**src/rtl/like_alu_if.sv**
```systemverilog
// Operand/result bundle for like_alu: the master drives operands and the select code,
// and the slave returns the registered result.
interface like_alu_if;
  logic [4:0] Inp_A;
  logic [4:0] Inp_B;
  logic [1:0] select;
  logic [4:0] out;

  modport master (
    output Inp_A,
    output Inp_B,
    output select,
    input  out
  );

  modport slave (
    input  Inp_A,
    input  Inp_B,
    input  select,
    output out
  );
endinterface

```
**src/rtl/like_alu.sv**
```systemverilog
// 5-bit ALU (ADD/SUB/XOR/SLTU) with a single registered result and one-cycle latency.
// ADD, SUB and SLTU share one ripple-carry adder built from full-adder cells.
module like_alu (
  input  logic        clk,
  input  logic        rst,
  like_alu_if.slave   bus
);

  localparam int W = 5;

  typedef enum logic [1:0] {
    OP_ADD  = 2'b00,
    OP_SUB  = 2'b01,
    OP_XOR  = 2'b10,
    OP_SLTU = 2'b11
  } op_e;

  op_e          op;
  logic         sub_mode;
  logic [W-1:0] b_eff;
  logic [W:0]   carry;
  logic [W-1:0] sum;
  logic [W-1:0] out_d;
  logic [W-1:0] out_q;

  assign op = op_e'(bus.select);

  // SUB and SLTU both encode select[0]=1; they invert B and force carry-in high.
  assign sub_mode = bus.select[0];
  assign b_eff    = bus.Inp_B ^ {W{sub_mode}};
  assign carry[0] = sub_mode;

  for (genvar i = 0; i < W; i++) begin : g_fa
    assign sum[i]     = bus.Inp_A[i] ^ b_eff[i] ^ carry[i];
    assign carry[i+1] = (bus.Inp_A[i] & b_eff[i]) | (carry[i] & (bus.Inp_A[i] ^ b_eff[i]));
  end

  always_comb begin
    // NOTE: default assignment first so no path through the case can infer a latch.
    out_d = '0;
    unique case (op)
      OP_ADD:  out_d = sum;
      OP_SUB:  out_d = sum;
      OP_XOR:  out_d = bus.Inp_A ^ bus.Inp_B;
      // No carry-out from A + ~B + 1 means the subtraction borrowed, i.e. A < B.
      OP_SLTU: out_d = {{(W-1){1'b0}}, ~carry[W]};
      default: out_d = '0;
    endcase
  end

  // NOTE: sequential state uses non-blocking assignments so every flop samples pre-edge values.
  always_ff @(posedge clk or posedge rst) begin
    if (rst) begin
      out_q <= '0;
    end else begin
      out_q <= out_d;
    end
  end

  assign bus.out = out_q;

endmodule

```
**src/flat_wrapper.sv**
```systemverilog
// flat-port wrapper written by rule: the top's interface ports become plain ports
module like_alu_flat 
  (clk, rst, bus_Inp_A, bus_Inp_B, bus_select, bus_out);
  like_alu_if bus_i ();
  input  logic clk;
  input  logic rst;
  input wire logic [$bits(bus_i.Inp_A)-1:0] bus_Inp_A;
  input wire logic [$bits(bus_i.Inp_B)-1:0] bus_Inp_B;
  input wire logic [$bits(bus_i.select)-1:0] bus_select;
  output wire logic [$bits(bus_i.out)-1:0] bus_out;
  assign bus_i.Inp_A = bus_Inp_A;
  assign bus_i.Inp_B = bus_Inp_B;
  assign bus_i.select = bus_select;
  assign bus_out = bus_i.out;
  like_alu u_core (.clk(clk), .rst(rst), .bus(bus_i));
endmodule
```
**config.mk**
```make
export PLATFORM = sky130hd
export DESIGN_NAME = like_alu_flat
export DESIGN_NICKNAME = d
export VERILOG_FILES = /design/src/rtl/like_alu_if.sv /design/src/rtl/like_alu.sv /design/src/flat_wrapper.sv
export SDC_FILE = /design/constraint.sdc
export NUM_CORES = 1
export LEC_CHECK = 0
export ABC_AREA = 1
export CAP_MARGIN = 20
export CORE_AREA = 8 8 45 47
export CTS_BUF_LIST = sky130_fd_sc_hd__clkbuf_2
export DETAILED_ROUTE_END_ITERATION = 7
export DIE_AREA = 0 0 53 55
export PLACE_DENSITY_LB_ADDON = 0.1
export SYNTH_ARGS = -nofsm -noshare
export SYNTH_HDL_FRONTEND = slang
export SYNTH_SLANG_ARGS = --single-unit
```
**constraint.sdc**
```tcl
create_clock -name clk -period 0.8 [get_ports clk]
set_input_delay 0.16 -clock clk [delete_from_list [all_inputs] [get_ports clk]]
set_output_delay 0.16 -clock clk [all_outputs]
set_load 0.005 [all_outputs]
```
==> flow_summary.ini, run 1 <==
[floorplan]
initial_utilization_pct = 31.2
core_sq_um = 1380
io_pins = 19
die-area_sq_um = 2920
die_h_um = 55
num_rows = 14
die_w_um = 53

[route]
wl_per_cell_um = 9.49
dr_total_vias = 389
antenna_left = 0
wl_um = 911
dr.pass1.iters = 4
viasPerCell = 4.05
route.detailed.drc = 0
drtIter0Drc = 5

[clocking]
cts_buffers = 3
htree_levels = 1
clock-root-buffer = clkbuf_2
holdBufCountCts = 0
post_cts.repair.setup_buffers = 0
clock-sinks = 5
path_clk_slew_ps = 60
cts_max_path_buffers = 2
cts_tree = yes

[global_routing]
grt_first_pass_wirelength_mm = 1.66
grt_start_max_net_pins = 6
grt_util_all_layers_pct = 7.71
antenna_found_initial = 0
grt_pass1_vias = 424
grt_overflow = 0

[critical_path]
crit_start = bus_Inp_B[1]
crit_slowest_cell = fa_2
path_buf_inv = 2
end_kind = flop
cp.required_ps = 900
cp_top_family = adder cells
crit_arrival_ps = 1880
crit_type = in -> reg
crit_chain = buf_8 > xnor2_4 > fa_2 > fa_2 > inv_2 > fa_2 > fa_2 > nand2_1 > nand2_1
cp_slowest_stage_delay_ps = 420
crit_path_max_fanout = 2
critPathLaunchType = input port
cpMostUsedCell = fa_2

[sta]
rsz0062_at_grt = yes
maxSlewHeadroom_pct = 85.9
max_freq_mhz = 563
fin_ws_ps = -978
setup_viol = 10
period_minus_slack_ps = 1780
finalCritPeriodShare_pct = 222
slew_violations = 0
tns_ps = -3550
tightestPinTransition_ps = 211
hold_viol = 0

[place]
numPortBuffers = 18
preCtsSetupSlack_ps = -1700
gp_congestion = 0.717
placed_cells = 92
dpl.hpwl_um = 784
place_area_sq_um = 669

[yosys]
ys_async_sr_fraction_pct = 100
synthMostInstantiatedCell = nand2_1
ys_warn_count = 0
yosysTopAreaCellShare_pct = 29.0
yosysTopAreaCell = dfrtp_1
seq_area_frac_synth_pct = 29.0
synth_area_leaders = dfrtp_1 (29%), fa_1 (19%), nand2_1 (16%)
yosys_register_bits = 5
syn_area_sq_um = 432
synth_edf_count = 0
synth_nets = 74
synth_cells = 56
synth-main-ff-cell = dfrtp_1
yosysUniqueCellTypes = 14
synth.avg_cell_area_sq_um = 7.71
synth_common_cells = nand2_1 (18), inv_1 (13), dfrtp_1 (5)

[power]
peakVddDrop_mv = 0.447
pwr_density_cell_nw_per_um2 = 1260
power_w = 0.000912
p_leak_nw = 0.393

[finish]
largest_register_ffs = 5
syn_to_final_growth_pct = 67.2
finalNonFillerCells = 96
antenna_cells = 0
nets = 99
drive_above_1_share_pct = 47.5
fill_cells = 144
finish.instance_area_sq_um = 722

[hold_path]
hp-class = in -> async

[run_status]
failed_checks = setup timing
run_status = finished, violations left

[flow_run]
maxCapViolCount = 0
[routing by layer]
metal	vias to the layer above	track usage [%]	wire length [um]
met5	-	0	0
met4	0	6.47	10
met3	2	3.48	100
met2	10	12.1	451
met1	170	7.78	348
li1	207	-	-
[cells by family (layout without fill, tap and decap cells)]
logic type,Yosys count,in the layout,synth area share (%)
AND/OR/NAND/NOR,26,26,26.7
AO/OA/AOI/OAI,2,2,2.90
adder cells (fa/ha/maj),4,4,18.6
XOR/XNOR,4,4,8.12
flip-flops,5,5,29.0
buffers and inverters,15,39,14.8
[stage by stage]
step	hold slack, ps	utilization [%]
5_1_grt	174	52.2
4_1_cts	139	49.6
2_1_floorplan	-61.5	-
3_5_place_dp	378	48.4
6_report	141	52.2
3_3_place_gp	374	48.4
[worst paths after layout]
kind / to / depth (start not counted)
setup / recovery: u_core.bus.out[4] / 9
hold / removal: u_core.bus.out[4] / 2
max in group asynchronous: u_core.bus.out[0] / 2
min in group clk: u_core.bus.out[0] / 4
[area by class of cell]
| class | instances | area, sq um | area share (%) |
|---|---|---|---|
| Clock buffer | 4 | 20.0 | 2.77 |
| Inverter | 14 | 52.6 | 7.28 |
| Multi-Input combinational cell | 36 | 314 | 43.5 |
| Sequential cell | 5 | 125 | 17.3 |
| Tap cell | 16 | 20.0 | 2.77 |
| Timing Repair Buffer | 21 | 190 | 26.3 |
[repair_timing]
item | 4_1_cts | 5_1_grt
setup endpoints to repair | 10 | 10
gates resized for setup | 51 | 16
pin swaps | 8 | 9
[layout by cell type (no fill, tap or decap), types with 3 or more instances in the layout]
| master | count |
|---|---|
| buf_8 | 3 |
| dfrtp_1 | 5 |
| clkbuf_2 | 5 |
| buf_4 | 3 |
| inv_2 | 6 |
| nand3_1 | 4 |
| fa_2 | 4 |
| clkdlybuf4s50_1 | 6 |
| buf_2 | 5 |
| inv_1 | 8 |
| nand2_1 | 15 |
[where the power goes]
part	switching (W)	internal (W)	total [W]
combinational	0.000172	0.000212	0.000384
clock	0.0000959	0.000132	0.000228
sequential	0.00000692	0.000293	0.000300
total	0.000275	0.000637	0.000912
Power figures use the tool's default switching activity.
==> run 2: changes to the inputs <==
--- a/config.mk
+++ b/config.mk
@@ -12,6 +12,7 @@
 export DETAILED_ROUTE_END_ITERATION = 7
 export DIE_AREA = 0 0 53 55
 export PLACE_DENSITY_LB_ADDON = 0.1
+export SKIP_CTS_REPAIR_TIMING = 1
 export SYNTH_ARGS = -nofsm -noshare
 export SYNTH_HDL_FRONTEND = slang
 export SYNTH_SLANG_ARGS = --single-unit
==> run 2 against run 1 <==
Against the previous run: the run still ends with setup timing left; cell count stayed put; critical path depth grew 1; die area unchanged; routed wire length shrank 1.2%; worst hold slack improved by 0.52 ps; largest power group unchanged.
==> flow_summary.ini, run 2 (same netlist as run 1, synthesis figures left out) <==
[critical_path]
critPathLaunchType = input port
crit_arrival_ps = 1960
cp.required_ps = 900
crit_chain = buf_8 > nand2_4 > a21boi_4 > fa_2 > fa_2 > inv_2 > fa_2 > fa_2 > nand2_1 > nand2_1
crit_slowest_cell = fa_2
cp_slowest_stage_delay_ps = 410
crit_path_max_fanout = 2
cp_top_family = adder cells
cpMostUsedCell = fa_2
end_kind = flop
crit_type = in -> reg
path_buf_inv = 2

[clocking]
htree_levels = 1
path_clk_slew_ps = 60
cts_tree = yes
cts_max_path_buffers = 2
cts_buffers = 3
clock-sinks = 5
clock-root-buffer = clkbuf_2

[route]
dr_total_vias = 388
wl_per_cell_um = 9.38
drtIter0Drc = 5
wl_um = 900
dr.pass1.iters = 4
antenna_left = 0
route.detailed.drc = 0
viasPerCell = 4.04

[floorplan]
die_w_um = 53
core_sq_um = 1380
die-area_sq_um = 2920
num_rows = 14
io_pins = 19
die_h_um = 55
initial_utilization_pct = 31.2

[hold_path]
hp-class = in -> async

[sta]
finalCritPeriodShare_pct = 233
maxSlewHeadroom_pct = 86.1
period_minus_slack_ps = 1860
max_freq_mhz = 537
setup_viol = 10
fin_ws_ps = -1060
rsz0062_at_grt = yes
tightestPinTransition_ps = 208
hold_viol = 0
slew_violations = 0

[place]
dpl.hpwl_um = 784
gp_congestion = 0.717
numPortBuffers = 18
preCtsSetupSlack_ps = -1700

[finish]
regArea_sq_um = 125
multi_input_area_sq_um = 309
drive_above_1_share_pct = 43.8
fill_cells = 145
layout_common_cells = nand2_1 (16), inv_1 (9), clkbuf_2 (9)
nets = 99
final_common_cell = nand2_1
antenna_cells = 0
largest_register_ffs = 5
finish.utilization_pct = 51.7
syn_to_final_growth_pct = 65.8

[global_routing]
grt_first_pass_wirelength_mm = 1.57
grt_util_all_layers_pct = 7.38
grt_start_max_net_pins = 6
grt_pass1_vias = 402
grt_overflow = 0
antenna_found_initial = 0

[power]
peakVddDrop_mv = 0.448
p_leak_nw = 0.397
pwr_density_cell_nw_per_um2 = 1260

[flow_run]
maxCapViolCount = 0

[run_status]
run_status = finished, violations left
failed_checks = setup timing
==> run 2: per-stage QoR <==
stage | hold WS, ps | cells | power (W) | area, sq um | TNS (ps)
4_1_cts | 139 | 96 | 0.000924 | 689 | -8030
3_5_place_dp | 378 | 92 | 0.000688 | 669 | -7970
5_1_grt | 174 | 96 | 0.000989 | 716 | -4430
3_3_place_gp | 374 | 92 | 0.000684 | 669 | -7880
6_report | 142 | 96 | 0.000903 | 716 | -3930
2_1_floorplan | -61.5 | 56 | 0.000499 | 467 | -4330
==> run 2: layout make-up <==
| cell class | count | area share [%] |
|---|---|---|
| clock buffer | 4 | 2.80 |
| inverter | 14 | 7.34 |
| multi-input combinational | 36 | 43.2 |
| sequential | 5 | 17.5 |
| tap | 16 | 2.80 |
| timing repair buffer | 21 | 26.4 |
==> run 2: routing by layer <==
metal  part of all wire, %  up-vias  GRT usage, %  routed length [um]
met1                    44      170          8.07                 393
met2                    50       10          11.5                 451
li1                      -      206             -                   -
met4                   1.1        0          6.47                  10
met5                     0        -             0                   0
met3                   4.9        2          2.14                  44
==> run 2: worst paths after layout <==
check | from | endpoint | slack [ps] | cells past startpoint
min in group clk | bus_Inp_B[0] | u_core.bus.out[0] | 230 | 4
setup / recovery | bus_Inp_A[0] | u_core.bus.out[4] | -1060 | 10
max in group asynchronous | rst | u_core.bus.out[0] | 490 | 2
hold / removal | rst | u_core.bus.out[4] | 140 | 2
==> run 2: report_power, final <==
group / leakage, nW / internal [W] / switching [W] / total (W)
Combinational: 0.320 / 0.000204 / 0.000170 / 0.000373
Clock: 0.0166 / 0.000132 / 0.0000955 / 0.000228
Sequential: 0.0607 / 0.000293 / 0.00000895 / 0.000302
==> run 3: changes to the inputs <==
--- a/config.mk
+++ b/config.mk
@@ -11,6 +11,7 @@
 export CTS_BUF_LIST = sky130_fd_sc_hd__clkbuf_2
 export DETAILED_ROUTE_END_ITERATION = 7
 export DIE_AREA = 0 0 53 55
+export GPL_TIMING_DRIVEN = 0
 export PLACE_DENSITY_LB_ADDON = 0.1
 export SKIP_CTS_REPAIR_TIMING = 1
 export SYNTH_ARGS = -nofsm -noshare
==> run 3 against run 2 <==
Against the previous run: the run still ends with setup timing left; critical endpoint unchanged; clock power increased by 3%; cell count decreased by 2.1%; worst setup slack got worse by 15 ps; die area is the same; first-iteration DRC count fell by 20%; fmax decreased by 0.79%; combinational power increased by 2%; highest routed layer unchanged.
==> flow_summary.ini, run 3 (same netlist as run 1, synthesis figures left out) <==
[run_status]
run_status = finished, violations left
failed_checks = setup timing

[finish]
fill_cells = 148
syn_to_final_growth_pct = 64.9
nets = 97
finish.utilization_pct = 51.4
antenna_cells = 0
layout_common_cells = nand2_1 (15), inv_1 (9), clkbuf_2 (9)
final_common_cell = nand2_1
largest_register_ffs = 5
drive_above_1_share_pct = 43.6

[sta]
tns_ps = -3950
period_minus_slack_ps = 1880
finalCritPeriodShare_pct = 235
setup_viol = 10
fin_ws_ps = -1080
slew_violations = 0
tightestPinTransition_ps = 198
maxSlewHeadroom_pct = 86.8
rsz0062_at_grt = yes
hold_viol = 0
max_freq_mhz = 533

[floorplan]
die_w_um = 53
die_h_um = 55
initial_utilization_pct = 31.2
die-area_sq_um = 2920
num_rows = 14
io_pins = 19
core_sq_um = 1380

[global_routing]
grt_util_all_layers_pct = 6.88
antenna_found_initial = 0
grt_pass1_vias = 385
grt_start_max_net_pins = 8
grt_first_pass_wirelength_mm = 1.48
grt_overflow = 0

[power]
peakVddDrop_mv = 0.438
pwr_density_cell_nw_per_um2 = 1290
cell_internal_pwr_w = 0.000634
power.share.clock_pct = 25.6
p_switching_w = 0.000282
p_leak_nw = 0.392
switching_share_pct = 30.8
sequentialPowerShare_pct = 33.0
combPwrFrac_pct = 41.4

[critical_path]
crit_type = in -> reg
cpMostUsedCell = fa_2
critPathLaunchType = input port
crit_chain = buf_8 > nand2_4 > a21boi_4 > fa_2 > fa_2 > inv_2 > fa_2 > fa_2 > nand2_2 > nand2_1
crit_path_max_fanout = 2
cp.required_ps = 910
end_kind = flop
crit_slowest_cell = fa_2
crit_arrival_ps = 1980
cp_slowest_stage_delay_ps = 430

[clocking]
cts_max_path_buffers = 2
htree_levels = 1
cts_tree = yes
path_clk_slew_ps = 60
cts_buffers = 3
clock-root-buffer = clkbuf_2
clock-sinks = 5

[place]
gp_congestion = 0.690
dpl.hpwl_um = 734
numPortBuffers = 17

[flow_run]
maxCapViolCount = 0

[route]
viasPerCell = 4.18
drtIter0Drc = 4
dr_total_vias = 393
route.detailed.drc = 0
wl_um = 907
wl_per_cell_um = 9.65
antenna_left = 0
dr.pass1.iters = 2

[hold_path]
hp-class = in -> async
[run 3: power groups by stage]
stage	logic [W]	registers, W	clock network (W)
after CTS	0.000376	0.000302	0.000244
final	0.000380	0.000302	0.000234
after global routing	0.000438	0.000304	0.000266
after floorplan	0.000185	0.000314	0
after global placement	0.000374	0.000306	0
after detailed placement	0.000376	0.000307	0
[run 3: layout make-up]
cell class	instances	area [sq um]	area share, %
multi-input combinational	36	312	43.8
sequential	5	125	17.6
inverter	14	52.6	7.38
tap	16	20.0	2.81
clock buffer	4	20.0	2.81
timing repair buffer	18	163	22.8
buffer	1	20.0	2.81
[run 3: stage by stage]
stage                     hold WS, ps  cells  setup WS, ps  area (sq um)  power (W)
final                             135     94         -1080           712   0.000916
after global routing              164     94         -1130           712    0.00101
after CTS                         138     93         -1410           677   0.000922
after detailed placement          373     89         -1650           657   0.000683
after global placement            374     89         -1650           657   0.000681
after floorplan                 -61.5     56         -1150           467   0.000499
[run 3: layer usage]
layer / vias to the layer above / part of all wire (%) / GRT usage, %
li1: 206 / - / -
met4: 0 / 3.1 / 6.47
met3: 4 / 4.7 / 1.87
met5: - / 0 / 0
met1: 171 / 42 / 7.76
met2: 12 / 50 / 10.4
[run 3: worst max-delay path: cells and delay by family]
kind	cells	cell delay, ps
adder cells (fa/ha/maj)	4	1400
AND/OR/NAND/NOR	3	140
AO/OA/AOI/OAI	1	130
buffers and inverters	2	150
[run 3: worst max path at each step]
stage / from / end / slack [ps]
2_1_floorplan: bus_select[0] / u_core.bus.out[4] / -1150
3_3_place_gp: bus_Inp_B[1] / u_core.bus.out[4] / -1650
3_5_place_dp: bus_Inp_B[1] / u_core.bus.out[4] / -1650
4_1_cts: bus_Inp_B[1] / u_core.bus.out[4] / -1410
5_1_grt: bus_Inp_A[0] / u_core.bus.out[4] / -1130
6_report: bus_Inp_A[0] / u_core.bus.out[4] / -1080
